## src/rtl/clkdiv_pkg.sv

```systemverilog
// Shared types and helpers for the divided-clock monitor.
package clkdiv_pkg;

  typedef enum logic {
    IDLE    = 1'b0,
    MEASURE = 1'b1
  } state_t;

  // Expected clk_src cycles in one window of `window` divided-clock rises.
  function automatic int calc_expect_ticks(real clk_src_hz, real clk_div_hz, int window);
    return $rtoi($floor(real'(window) * clk_src_hz / clk_div_hz + 0.5));
  endfunction

endpackage

```

## src/rtl/clkdiv_monitor_sync_edge.sv

```systemverilog
// Brings the divided clock into the clk_src domain and flags its edges.
module sync_edge #(
  parameter int SYNC_STAGES = 2
) (
  input  logic clk,
  input  logic rst_n,
  input  logic din,
  output logic rise,
  output logic fall
);

  logic [SYNC_STAGES-1:0] sync_reg;
  logic                   prev_reg;

  always_ff @(posedge clk) begin
    if (!rst_n) begin
      sync_reg <= '0;
      prev_reg <= 1'b0;
    end else begin
      sync_reg <= {sync_reg[SYNC_STAGES-2:0], din};
      prev_reg <= sync_reg[SYNC_STAGES-1];
    end
  end

  // Combinational detect; the consumer registers these together with its measurements.
  assign rise = sync_reg[SYNC_STAGES-1] & ~prev_reg;
  assign fall = ~sync_reg[SYNC_STAGES-1] & prev_reg;

endmodule

```

## src/rtl/clkdiv_monitor.sv

```systemverilog
// Edge enables, period/window measurement and lock/loss detection for a
// fractionally divided clock sampled in the clk_src domain.
module clkdiv_monitor
  import clkdiv_pkg::*;
#(
  parameter int SYNC_STAGES  = 2,
  parameter int CNT_W        = 16,
  parameter int PER_W        = 8,
  parameter int WINDOW       = 256,
  parameter int EXPECT_TICKS = 8940,
  parameter int TOL          = 4,
  parameter int LOCK_WINDOWS = 2,
  parameter int TIMEOUT      = 128
) (
  input  logic             clk_src,
  input  logic             rst_n,
  input  logic             clk_in,
  output logic             ce_rise,
  output logic             ce_fall,
  output logic [PER_W-1:0] period,
  output logic [CNT_W-1:0] window_ticks,
  output logic             window_valid,
  output logic             locked,
  output logic             lost
);

  localparam int EW = $clog2(WINDOW);
  localparam int GW = $clog2(LOCK_WINDOWS + 1);
  localparam logic [PER_W-1:0]        PCNT_MAX  = '1;
  localparam logic [PER_W-1:0]        PCNT_TO   = PER_W'(TIMEOUT - 1);
  localparam logic [EW-1:0]           ECNT_LAST = EW'(WINDOW - 1);
  localparam logic [GW-1:0]           GOOD_FULL = GW'(LOCK_WINDOWS);
  localparam logic signed [CNT_W:0]   EXP_S     = (CNT_W+1)'(EXPECT_TICKS);
  localparam logic [CNT_W:0]          TOL_U     = (CNT_W+1)'(TOL);

  logic rise, fall;

  sync_edge #(.SYNC_STAGES(SYNC_STAGES)) u_sync_edge (
    .clk  (clk_src),
    .rst_n(rst_n),
    .din  (clk_in),
    .rise (rise),
    .fall (fall)
  );

  state_t             state_reg, state_next;
  logic [PER_W-1:0]   pcnt_reg, pcnt_next;
  logic [CNT_W-1:0]   acc_reg, acc_next;
  logic [EW-1:0]      ecnt_reg, ecnt_next;
  logic [GW-1:0]      good_reg, good_next;
  logic [PER_W-1:0]   period_reg, period_next;
  logic [CNT_W-1:0]   window_ticks_reg, window_ticks_next;
  logic               window_valid_reg, window_valid_next;
  logic               locked_reg, locked_next;
  logic               lost_reg, lost_next;
  logic               ce_rise_reg, ce_fall_reg;

  logic [CNT_W:0]         acc_sum;
  logic [CNT_W-1:0]       acc_new;
  logic signed [CNT_W:0]  diff;
  logic [CNT_W:0]         diff_abs;
  logic                   pass;
  logic [GW-1:0]          good_inc;

  assign acc_sum  = {1'b0, acc_reg} + (CNT_W+1)'(pcnt_reg) + (CNT_W+1)'(1);
  assign acc_new  = acc_sum[CNT_W] ? '1 : acc_sum[CNT_W-1:0];
  assign diff     = $signed({1'b0, acc_new}) - EXP_S;
  assign diff_abs = diff[CNT_W] ? $unsigned(-diff) : $unsigned(diff);
  assign pass     = (diff_abs <= TOL_U);
  assign good_inc = (good_reg == GOOD_FULL) ? good_reg : good_reg + GW'(1);

  always_comb begin
    state_next        = state_reg;
    pcnt_next         = (pcnt_reg == PCNT_MAX) ? pcnt_reg : pcnt_reg + PER_W'(1);
    acc_next          = acc_reg;
    ecnt_next         = ecnt_reg;
    good_next         = good_reg;
    period_next       = period_reg;
    window_ticks_next = window_ticks_reg;
    window_valid_next = 1'b0;
    locked_next       = locked_reg;
    lost_next         = lost_reg;

    if (rise) begin
      pcnt_next = '0;
      if (state_reg == IDLE) begin
        // The interval before the start edge is partial, so it is never measured.
        state_next = MEASURE;
        acc_next   = '0;
        ecnt_next  = '0;
        lost_next  = 1'b0;
      end else begin
        period_next = pcnt_reg + PER_W'(1);
        acc_next    = acc_new;
        ecnt_next   = ecnt_reg + EW'(1);
        if (ecnt_reg == ECNT_LAST) begin
          window_ticks_next = acc_new;
          window_valid_next = 1'b1;
          acc_next          = '0;
          if (pass) begin
            good_next = good_inc;
            if (good_inc == GOOD_FULL) locked_next = 1'b1;
          end else begin
            good_next   = '0;
            locked_next = 1'b0;
          end
        end
      end
    end else if (pcnt_reg == PCNT_TO) begin
      lost_next   = 1'b1;
      locked_next = 1'b0;
      good_next   = '0;
      state_next  = IDLE;
      acc_next    = '0;
      ecnt_next   = '0;
    end
  end

  always_ff @(posedge clk_src) begin
    if (!rst_n) begin
      state_reg        <= IDLE;
      pcnt_reg         <= '0;
      acc_reg          <= '0;
      ecnt_reg         <= '0;
      good_reg         <= '0;
      period_reg       <= '0;
      window_ticks_reg <= '0;
      window_valid_reg <= 1'b0;
      locked_reg       <= 1'b0;
      lost_reg         <= 1'b0;
      ce_rise_reg      <= 1'b0;
      ce_fall_reg      <= 1'b0;
    end else begin
      state_reg        <= state_next;
      pcnt_reg         <= pcnt_next;
      acc_reg          <= acc_next;
      ecnt_reg         <= ecnt_next;
      good_reg         <= good_next;
      period_reg       <= period_next;
      window_ticks_reg <= window_ticks_next;
      window_valid_reg <= window_valid_next;
      locked_reg       <= locked_next;
      lost_reg         <= lost_next;
      ce_rise_reg      <= rise;
      ce_fall_reg      <= fall;
    end
  end

  assign ce_rise      = ce_rise_reg;
  assign ce_fall      = ce_fall_reg;
  assign period       = period_reg;
  assign window_ticks = window_ticks_reg;
  assign window_valid = window_valid_reg;
  assign locked       = locked_reg;
  assign lost         = lost_reg;

endmodule
```

## config.mk

```make
export PLATFORM = sky130hd
export DESIGN_NAME = clkdiv_monitor
export DESIGN_NICKNAME = d
export VERILOG_FILES = /design/src/rtl/clkdiv_pkg.sv /design/src/rtl/clkdiv_monitor_sync_edge.sv /design/src/rtl/clkdiv_monitor.sv
export SDC_FILE = /design/constraint.sdc
export NUM_CORES = 1
export LEC_CHECK = 0
export BUFFER_PORTS_ARGS = -buffer_cell sky130_fd_sc_hd__buf_2
export CORE_ASPECT_RATIO = 0.7
export CORE_UTILIZATION = 40
export CTS_CLUSTER_SIZE = 24
export DETAILED_ROUTE_END_ITERATION = 6
export PLACE_DENSITY = 0.6
export SKIP_LAST_GASP = 1
export SLEW_MARGIN = 0
export SYNTH_ARGS = -nofsm -noshare
export SYNTH_HDL_FRONTEND = slang
export SYNTH_HIERARCHICAL = 1
export SYNTH_SLANG_ARGS = --single-unit
```

## constraint.sdc

```tcl
create_clock -name clk_src -period 5.8 [get_ports clk_src]
set_clock_uncertainty 0.15 [all_clocks]
set_input_delay 1.16 -clock clk_src [delete_from_list [all_inputs] [get_ports clk_src]]
set_output_delay 1.16 -clock clk_src [all_outputs]
set_load 0.01 [all_outputs]
```

==> flow_metrics.tcl, run 1 <==
set metrics [dict create \
    synth_cells 521 \
    async_flop_share_pct 0 \
    grt_pass1_wl_mm 19.0 \
    syn_area_mm2 0.00429 \
    min_path_type "flip-flop to flip-flop" \
    grt_overflow 0 \
    cts_setup_buffers 0 \
    dieArea_mm2 0.0111 \
    cts_resized 0 \
    r2r_cells 18 \
    final_common_cell "dfxtp_1" \
    max_cap_viol_count 0 \
    slew_headroom_pct 38.0 \
    wl_per_cell_um 17.4 \
    path_cells "inv_1 > ha_1 > inv_1 > fa_1 > a211oi_2 > o211a_1 > or3_2 > nand2_1 > ha_1 > a21oi_1 > or4_2 > o21ai_1 > a221o_1 > a31oi_1 > o32ai_1 > o2111ai_1 > or3_1 > o32ai_1" \
    grt_pass1_vias 3650 \
    drtIter0Drc 337 \
    period_needed_ns 5.49 \
    slowest_stage "or3_2" \
    reg2reg_slack_ns 0.31 \
    path_depth 18 \
    routed_wl_mm 11.8 \
    cp-end-kind "flip-flop" \
    p_clk_share_pct 51.3 \
    start_kind "flip-flop" \
    drt_first_pass_iters 4 \
    post-route-util_pct 46.2 \
    ctsRootBufferMaster "clkbuf_16" \
    fin_crit_sh_pct 94.6 \
    synth_flop_cell "dfxtp_1" \
    die_y_um 88.6 \
    required_ns 5.89 \
    final_cell_area_mm2 0.00480 \
    cts_max_path_buffers 2 \
    clock-sinks 67 \
    layout_common_cells "dfxtp_1, nand2_1, o21ai_0" \
    drtAntennaViolNets 0 \
    grt_max_degree 63 \
    max_freq_mhz 182 \
    ys_ff_latch 67 \
    p_leak_nw 1.92 \
    port_buffers 31 \
    p_per_area_mw_per_mm2 218 \
    cts_tree "done" \
    antenna_found_initial 0 \
    clk_pin_slew_ns 0.06 \
    critPathKind "flip-flop to flip-flop" \
    p_switching_mw 0.239 \
    crit_family "compound AO/OA/AOI/OAI gates" \
    hpwl_mm 8.61 \
    diodes 0 \
    die_w_um 126 \
    p_int_mw 0.808 \
    setup_violations 0 \
    synth_edf_count 0 \
    clk_latency_ns 0.33 \
    numCtsBuffers 9 \
    critPathArrivalTime_ns 5.57 \
    ys_seq_area_share_pct 31.3 \
    swShare_pct 22.8 \
    viasPerCell 5.93 \
    hold_viol_final 0 \
    syn-num-nets 538 \
    nets 559 \
    boundaryPins 32 \
    drv_slew 0 \
    outcome "completed" \
    pwr-share-comb_pct 3.9 \
    ctsHoldBuffers 0 \
    num_rows 31 \
    vias 4017 \
    syn_to_final_growth_pct 12.0 \
    start_util_pct 41.2 \
    reg2reg_from "pcnt_reg[0]$_SDFFE_PP0P_" \
    layout-drive-gt1-share_pct 15.2 \
    core_mm2 0.0104 \
    critPathBufInv 2 \
    yosys_warnings 6 \
    synth.avg_cell_area_um2 8.23 \
    placed_cell_area_mm2 0.00451 \
    globalplace.congestion 0.959 \
    grt.total_usage_pct 21.9 \
    ir_drop_uv 149 \
    worstMarginPinSlew_ns 0.931 \
    crit_end "good_reg[1]$_SDFFE_PN0P_" \
    synth_cell_types 80 \
    cp_slowest_stage_delay_ns 0.66 \
    crit_path_max_fanout 16 \
    nFillCells 1038 \
    seq_power_share_pct 44.8 \
    timing.rr.end "good_reg[1]$_SDFFE_PN0P_" \
    worstSetupStartpoint "pcnt_reg[0]$_SDFFE_PP0P_" \
    drc_errors 0 \
    h-tree-depth 3 \
]
[how the worst min path moves through the flow]
stage | from | end | slack, ns | cells past startpoint
finish | u_sync_edge/sync_reg[0]$_SDFF_PN0_ | u_sync_edge/sync_reg[1]$_SDFF_PN0_ | 0.29 | 1
global route | u_sync_edge/sync_reg[0]$_SDFF_PN0_ | u_sync_edge/sync_reg[1]$_SDFF_PN0_ | 0.32 | 1
global placement | u_sync_edge/sync_reg[0]$_SDFF_PN0_ | u_sync_edge/sync_reg[1]$_SDFF_PN0_ | 0.27 | 1
CTS | u_sync_edge/sync_reg[0]$_SDFF_PN0_ | u_sync_edge/sync_reg[1]$_SDFF_PN0_ | 0.30 | 1
floorplan | u_sync_edge/sync_reg[0]$_SDFF_PN0_ | u_sync_edge/sync_reg[1]$_SDFF_PN0_ | 0.26 | 1
detailed placement | u_sync_edge/sync_reg[0]$_SDFF_PN0_ | u_sync_edge/sync_reg[1]$_SDFF_PN0_ | 0.28 | 1
[through the flow]
step,cells,setup slack (ns),setup TNS [ns],hold slack (ns),power [mW]
2_1_floorplan,521,0.516,0,0.262,0.509
4_1_cts,677,0.381,0,0.297,1.06
3_3_place_gp,663,0.657,0,0.271,0.519
6_report,677,0.315,0,0.290,1.05
3_5_place_dp,663,0.413,0,0.282,0.519
5_1_grt,677,-0.0160,-0.0220,0.320,1.08
[layout make-up]
cell class	count	area [um^2]	share of cell area [%]
multi-input cells	420	2790	58.2
flip-flops and latches	67	1340	27.9
clock buffers	10	229	4.77
repair buffers	35	185	3.86
well taps	132	165	3.44
clock inverters	4	53.8	1.12
inverters	9	33.8	0.704
[cells in the mapped netlist (9+ instances only)]
cell / instances / area (um^2)
dfxtp_1: 67 / 1340
nand2_1: 64 / 240
o21ai_0: 37 / 185
nor2_1: 30 / 113
and2_1: 27 / 169
a21oi_1: 25 / 125
nand3_1: 24 / 120
clkbuf_1: 15 / 56.3
xnor2_1: 15 / 131
nor2b_1: 14 / 87.6
nor3_1: 14 / 70.1
ha_1: 13 / 163
a31oi_1: 12 / 75.1
o211a_1: 11 / 110
xor2_1: 10 / 87.6
inv_1: 9 / 33.8
[worst reg2reg max path, cell delays in order (launching register included)]
cell,delay [ns]
dfxtp_1,0.43
inv_1,0.08
ha_1,0.21
inv_1,0.07
fa_1,0.28
a211oi_2,0.14
o211a_1,0.33
or3_2,0.66
nand2_1,0.23
ha_1,0.34
a21oi_1,0.12
or4_2,0.59
o21ai_1,0.34
a221o_1,0.34
a31oi_1,0.07
o32ai_1,0.15
o2111ai_1,0.17
or3_1,0.42
o32ai_1,0.27
[metal layers]
layer	part of all wire (%)	track usage (%)	wire [um]
met5	0	0	0
met1	49	29.8	5730
met2	42	33.5	4940
met3	7.9	6.05	933
met4	1.7	7.76	204
[logic make-up (layout without fill, tap and decap cells)]
logic type,after synthesis,after routing,share of synthesized area [%]
XOR/XNOR,26,26,5.63
AND/OR/NAND/NOR,220,220,26.7
adder cells (fa/ha/maj),14,14,4.26
AO/OA/AOI/OAI,151,151,25.9
buffers and inverters,34,58,3.82
multiplexers,9,9,2.42
flip-flops,67,67,31.3
[power by group through the flow]
stage | clock, mW | sequential [mW] | combinational (mW)
CTS | 0.546 | 0.469 | 0.0410
global route | 0.567 | 0.469 | 0.0457
floorplan | 0 | 0.478 | 0.0303
finish | 0.536 | 0.469 | 0.0410
global placement | 0 | 0.478 | 0.0404
detailed placement | 0 | 0.479 | 0.0402
Power figures use the tool's default switching activity.
==> run 2, diff against run 1 <==
--- a/config.mk
+++ b/config.mk
@@ -6,7 +6,6 @@
 export NUM_CORES = 1
 export LEC_CHECK = 0
 export BUFFER_PORTS_ARGS = -buffer_cell sky130_fd_sc_hd__buf_2
-export CORE_ASPECT_RATIO = 0.7
 export CORE_UTILIZATION = 40
 export CTS_CLUSTER_SIZE = 24
 export DETAILED_ROUTE_END_ITERATION = 6
==> flow_metrics.tcl, run 2 (same netlist as run 1, synthesis figures left out) <==
set metrics [dict create \
    outcome "completed" \
    slew_headroom_pct 38.1 \
    min_delay_path_depth 1 \
    die_y_um 106 \
    min_from "u_sync_edge/sync_reg[0]$_SDFF_PN0_" \
    cts_tree "done" \
    syn_to_final_growth_pct 11.2 \
    rsz0062_at_grt "no" \
    fin_cells 684 \
    routed_wl_mm 11.6 \
    viasPerCell 5.81 \
    core_mm2 0.0104 \
    final_cell_area_mm2 0.00476 \
    ctsRootBufferMaster "clkbuf_8" \
    p_leak_nw 1.91 \
    drtAntennaViolNets 0 \
    drt_first_pass_iters 4 \
    crit_path_max_fanout 16 \
    placed_cell_area_mm2 0.00452 \
    setup_ws_ns 0.463 \
    boundaryPins 32 \
    clock-sinks 67 \
    clk_pin_slew_ns 0.08 \
    port_buffers 31 \
    max_freq_mhz 187 \
    nFillCells 1050 \
    cp-end-kind "flip-flop" \
    drtIter0Drc 212 \
    reg2reg_from "pcnt_reg[0]$_SDFFE_PP0P_" \
    dieArea_mm2 0.0111 \
    dp_slack_ns 0.431 \
    h-tree-depth 3 \
    worstMarginPinSlew_ns 0.928 \
    hold_viol_final 0 \
    grt_pass1_vias 3713 \
    num_rows 37 \
    placed_cells 668 \
    reg2reg_slack_ns 0.46 \
    grt_pass1_wl_mm 18.8 \
    post-route-util_pct 45.9 \
    die_w_um 106 \
    numCtsBuffers 9 \
    cts_max_path_buffers 2 \
    holdPathEnd "u_sync_edge/sync_reg[1]$_SDFF_PN0_" \
    layout-drive-gt1-share_pct 15.9 \
    period_needed_ns 5.34 \
    final_common_cell "dfxtp_1" \
    start_kind "flip-flop" \
    diodes 0 \
    critPathArrivalTime_ns 5.45 \
    wl_per_cell_um 17.0 \
    max_cap_viol_count 0 \
    grt_max_degree 63 \
    cts_setup_buffers 0 \
    setup_violations 0 \
    r2r_cells 19 \
    p_per_area_mw_per_mm2 201 \
    critPathKind "flip-flop to flip-flop" \
    globalplace.congestion 0.853 \
    clk_latency_ns 0.36 \
    required_ns 5.91 \
    antenna_found_initial 0 \
    start_util_pct 41.3 \
    min_path_type "flip-flop to flip-flop" \
    fin_hold_ws_ns 0.295 \
    drv_slew 0 \
    hpwl_mm 8.34 \
    timing.rr.end "good_reg[1]$_SDFFE_PN0P_" \
    grt.total_usage_pct 21.7 \
    ir_drop_uv 147 \
    nets 560 \
    fin_crit_sh_pct 92.0 \
    grt_overflow 0 \
    drc_errors 0 \
    setup-tns-final_ns 0 \
    layout_common_cells "dfxtp_1, nand2_1, o21ai_0" \
    vias 3975 \
    finalPower_mw 0.960 \
]
[run 2: changes by cell type in the layout (fill, tap and decap cells not counted), sizes merged]
cell / before / now
inv: 9 / 10
buf: 35 / 36
clkbuf: 10 / 11
clkinvlp: 2 / 1
bufinv: 1 / 2
[run 2: timing repair]
action	in CTS	in global routing
endpoints found under the setup margin	0	2
resized for setup	0	3
hold buffers	0	0
[run 2: critical path, cell delays in order (launching register included)]
cell	delay, ns
dfxtp_1	0.37
inv_1	0.08
ha_1	0.15
inv_1	0.05
fa_1	0.47
a211oi_2	0.36
o211a_1	0.35
or3_4	0.32
nand2_1	0.17
ha_1	0.38
nand2b_1	0.18
nor2_1	0.16
nand3_1	0.14
a2111o_1	0.45
nand2_1	0.11
nand2_1	0.05
or4_1	0.48
and3_1	0.16
or3_1	0.37
o32ai_1	0.30
[run 2: power breakdown]
part	switching (mW)	total (mW)	internal, mW	leakage [nW]
clock network	0.193	0.449	0.256	0.110
registers	0.00436	0.468	0.464	0.541
logic	0.0278	0.0428	0.0150	1.26
total	0.225	0.960	0.735	1.91
[run 2: area by class of cell]
class / count / area [um^2] / share of cell area [%]
clock buffers: 11 / 141 / 2.97
clock inverters: 5 / 85.1 / 1.79
inverters: 9 / 33.8 / 0.709
multi-input cells: 420 / 2800 / 58.8
flip-flops and latches: 67 / 1340 / 28.2
well taps: 136 / 170 / 3.57
repair buffers: 36 / 193 / 4.05
[run 2: worst max path at each step]
| stage | from | to | slack [ns] | cells past startpoint |
|---|---|---|---|---|
| floorplan | pcnt_reg[0]$_SDFFE_PP0P_ | good_reg[0]$_SDFFE_PN0P_ | 0.52 | 20 |
| global placement | pcnt_reg[0]$_SDFFE_PP0P_ | good_reg[1]$_SDFFE_PN0P_ | 0.61 | 18 |
| detailed placement | pcnt_reg[0]$_SDFFE_PP0P_ | good_reg[1]$_SDFFE_PN0P_ | 0.43 | 18 |
| CTS | pcnt_reg[0]$_SDFFE_PP0P_ | good_reg[1]$_SDFFE_PN0P_ | 0.38 | 18 |
| global route | pcnt_reg[0]$_SDFFE_PP0P_ | good_reg[1]$_SDFFE_PN0P_ | 0.13 | 19 |
| finish | pcnt_reg[0]$_SDFFE_PP0P_ | good_reg[1]$_SDFFE_PN0P_ | 0.46 | 19 |
[run 2: metal layers]
layer,wire (um),GRT usage [%],vias up
li1,-,-,1944
met1,5470,28.7,1901
met2,5300,35.3,111
met3,558,3.22,19
met4,283,9.23,0
met5,0,0,-
==> run 3, diff against run 2 <==
--- a/config.mk
+++ b/config.mk
@@ -6,6 +6,7 @@
 export NUM_CORES = 1
 export LEC_CHECK = 0
 export BUFFER_PORTS_ARGS = -buffer_cell sky130_fd_sc_hd__buf_2
+export CORE_ASPECT_RATIO = 0.75
 export CORE_UTILIZATION = 40
 export CTS_CLUSTER_SIZE = 24
 export DETAILED_ROUTE_END_ITERATION = 6
==> constraint.sdc (replaced) <==
create_clock -name clk_src -period 6.5 [get_ports clk_src]
set_clock_uncertainty 0.15 [all_clocks]
set_input_delay 1.3 -clock clk_src [delete_from_list [all_inputs] [get_ports clk_src]]
set_output_delay 1.3 -clock clk_src [all_outputs]
set_load 0.01 [all_outputs]
==> flow_metrics.tcl, run 3 (same netlist as run 1, synthesis figures left out) <==
set metrics [dict create \
    outcome "completed" \
    diodes 0 \
    critPathKind "flip-flop to flip-flop" \
    reg2reg_from "pcnt_reg[0]$_SDFFE_PP0P_" \
    max_freq_mhz 182 \
    ctsHoldBuffers 0 \
    fin_hold_ws_ns 0.283 \
    grt_pass1_vias 3520 \
    p_leak_nw 1.92 \
    multiInputGateArea_mm2 0.00279 \
    period_needed_ns 5.49 \
    die_w_um 122 \
    drc_errors 0 \
    clk_pin_slew_ns 0.06 \
    cts_setup_buffers 0 \
    ctsRootBufferMaster "clkbuf_16" \
    syn_to_final_growth_pct 11.6 \
    drt_first_pass_iters 4 \
    cp-end-kind "flip-flop" \
    seq_area_mm2 0.00134 \
    min_path_type "flip-flop to flip-flop" \
    clk_latency_ns 0.33 \
    critPathArrivalTime_ns 5.58 \
    worstMarginPinSlew_ns 0.958 \
    routed_wl_mm 11.8 \
    fin_cells 681 \
    drtAntennaViolNets 0 \
    num_rows 32 \
    layout-drive-gt1-share_pct 15.2 \
    min_delay_path_depth 1 \
    drv_slew 0 \
    p_per_area_mw_per_mm2 190 \
    h-tree-depth 3 \
    max_cap_viol_count 0 \
    reg2reg_slack_ns 1.01 \
    grt_max_degree 63 \
    cts_resized 0 \
    rsz0062_at_grt "no" \
    setup-tns-final_ns 0 \
    timing.rr.end "good_reg[0]$_SDFFE_PN0P_" \
    port_buffers 31 \
    grt_overflow 0 \
    placed_cells 666 \
    final_common_cell "dfxtp_1" \
    setup_violations 0 \
    grt.total_usage_pct 22.3 \
    fin_crit_sh_pct 84.5 \
    clock-sinks 67 \
    ir_drop_uv 115 \
    grt_pass1_wl_mm 19.0 \
    core_mm2 0.0103 \
    cts_max_path_buffers 2 \
    die_y_um 91.6 \
    layout_common_cells "dfxtp_1, nand2_1, o21ai_0" \
    r2r_cells 18 \
    hpwl_mm 8.69 \
    worstSetupStartpoint "pcnt_reg[0]$_SDFFE_PP0P_" \
    wl_per_cell_um 17.3 \
    start_util_pct 41.5 \
    crit_path_max_fanout 16 \
    globalplace.congestion 0.904 \
    drtIter0Drc 317 \
    start_kind "flip-flop" \
    antenna_found_initial 0 \
    vias 3977 \
    nFillCells 1044 \
    slew_headroom_pct 35.8 \
    boundaryPins 32 \
    nets 558 \
    viasPerCell 5.84 \
    required_ns 6.59 \
    hold_viol_final 0 \
    cts_tree "done" \
    dieArea_mm2 0.0111 \
    crit_end "good_reg[0]$_SDFFE_PN0P_" \
    numCtsBuffers 9 \
]
run 3: worst min-delay path by stage:
stage                                             startpoint  slack, ns                                 end
after floorplan           u_sync_edge/sync_reg[0]$_SDFF_PN0_       0.26  u_sync_edge/sync_reg[1]$_SDFF_PN0_
after global placement    u_sync_edge/sync_reg[0]$_SDFF_PN0_       0.27  u_sync_edge/sync_reg[1]$_SDFF_PN0_
after detailed placement  u_sync_edge/sync_reg[0]$_SDFF_PN0_       0.27  u_sync_edge/sync_reg[1]$_SDFF_PN0_
after CTS                 u_sync_edge/sync_reg[0]$_SDFF_PN0_       0.29  u_sync_edge/sync_reg[1]$_SDFF_PN0_
after global routing      u_sync_edge/sync_reg[0]$_SDFF_PN0_       0.32  u_sync_edge/sync_reg[1]$_SDFF_PN0_
final                     u_sync_edge/sync_reg[0]$_SDFF_PN0_       0.28  u_sync_edge/sync_reg[1]$_SDFF_PN0_
run 3: area by class of cell:
class	count	area share, %
Timing Repair Buffer	34	3.71
Sequential cell	67	28.0
Clock inverter	5	0.785
Tap cell	136	3.56
Multi-Input combinational cell	420	58.2
Inverter	9	0.706
Clock buffer	10	4.99
run 3: where the power goes:
group / total [mW] / leakage (nW) / switching, mW / internal, mW
Combinational: 0.0385 / 1.25 / 0.0254 / 0.0131
Sequential: 0.418 / 0.541 / 0.00398 / 0.414
Clock: 0.453 / 0.131 / 0.185 / 0.268
run 3: routing by layer:
| metal | GRT usage, % | wire length (um) | vias to the layer above |
|---|---|---|---|
| met1 | 34.0 | 6180 | 1860 |
| met3 | 5.60 | 847 | 12 |
| met4 | 7.41 | 165 | 0 |
| met2 | 29.4 | 4600 | 160 |
| met5 | 0 | 0 | - |
| li1 | - | - | 1945 |
run 3: critical path, cell delays in order (launching register included):
cell and delay (ns):
dfxtp_1 0.43, inv_1 0.08, ha_1 0.20, inv_1 0.07, fa_1 0.29, a211oi_2 0.13
o211a_1 0.34, or3_2 0.67, nand2_1 0.22, ha_1 0.33, a21oi_1 0.10, nor4_1 0.40
nand3_1 0.24, or3b_2 0.51, a311oi_2 0.32, nand3_1 0.10, and3_1 0.18, or3_1 0.37
o32ai_1 0.27
run 3: per-stage QoR:
step | power [mW] | worst slack, ns | instance area [um^2] | util [%]
after floorplan | 0.454 | 1.22 | 4290 | -
after global placement | 0.465 | 1.28 | 4510 | 43.6
after detailed placement | 0.466 | 1.12 | 4510 | 43.6
after CTS | 0.922 | 1.07 | 4780 | 46.3
after global routing | 0.945 | 0.582 | 4780 | 46.3
final | 0.910 | 1.01 | 4780 | 46.3
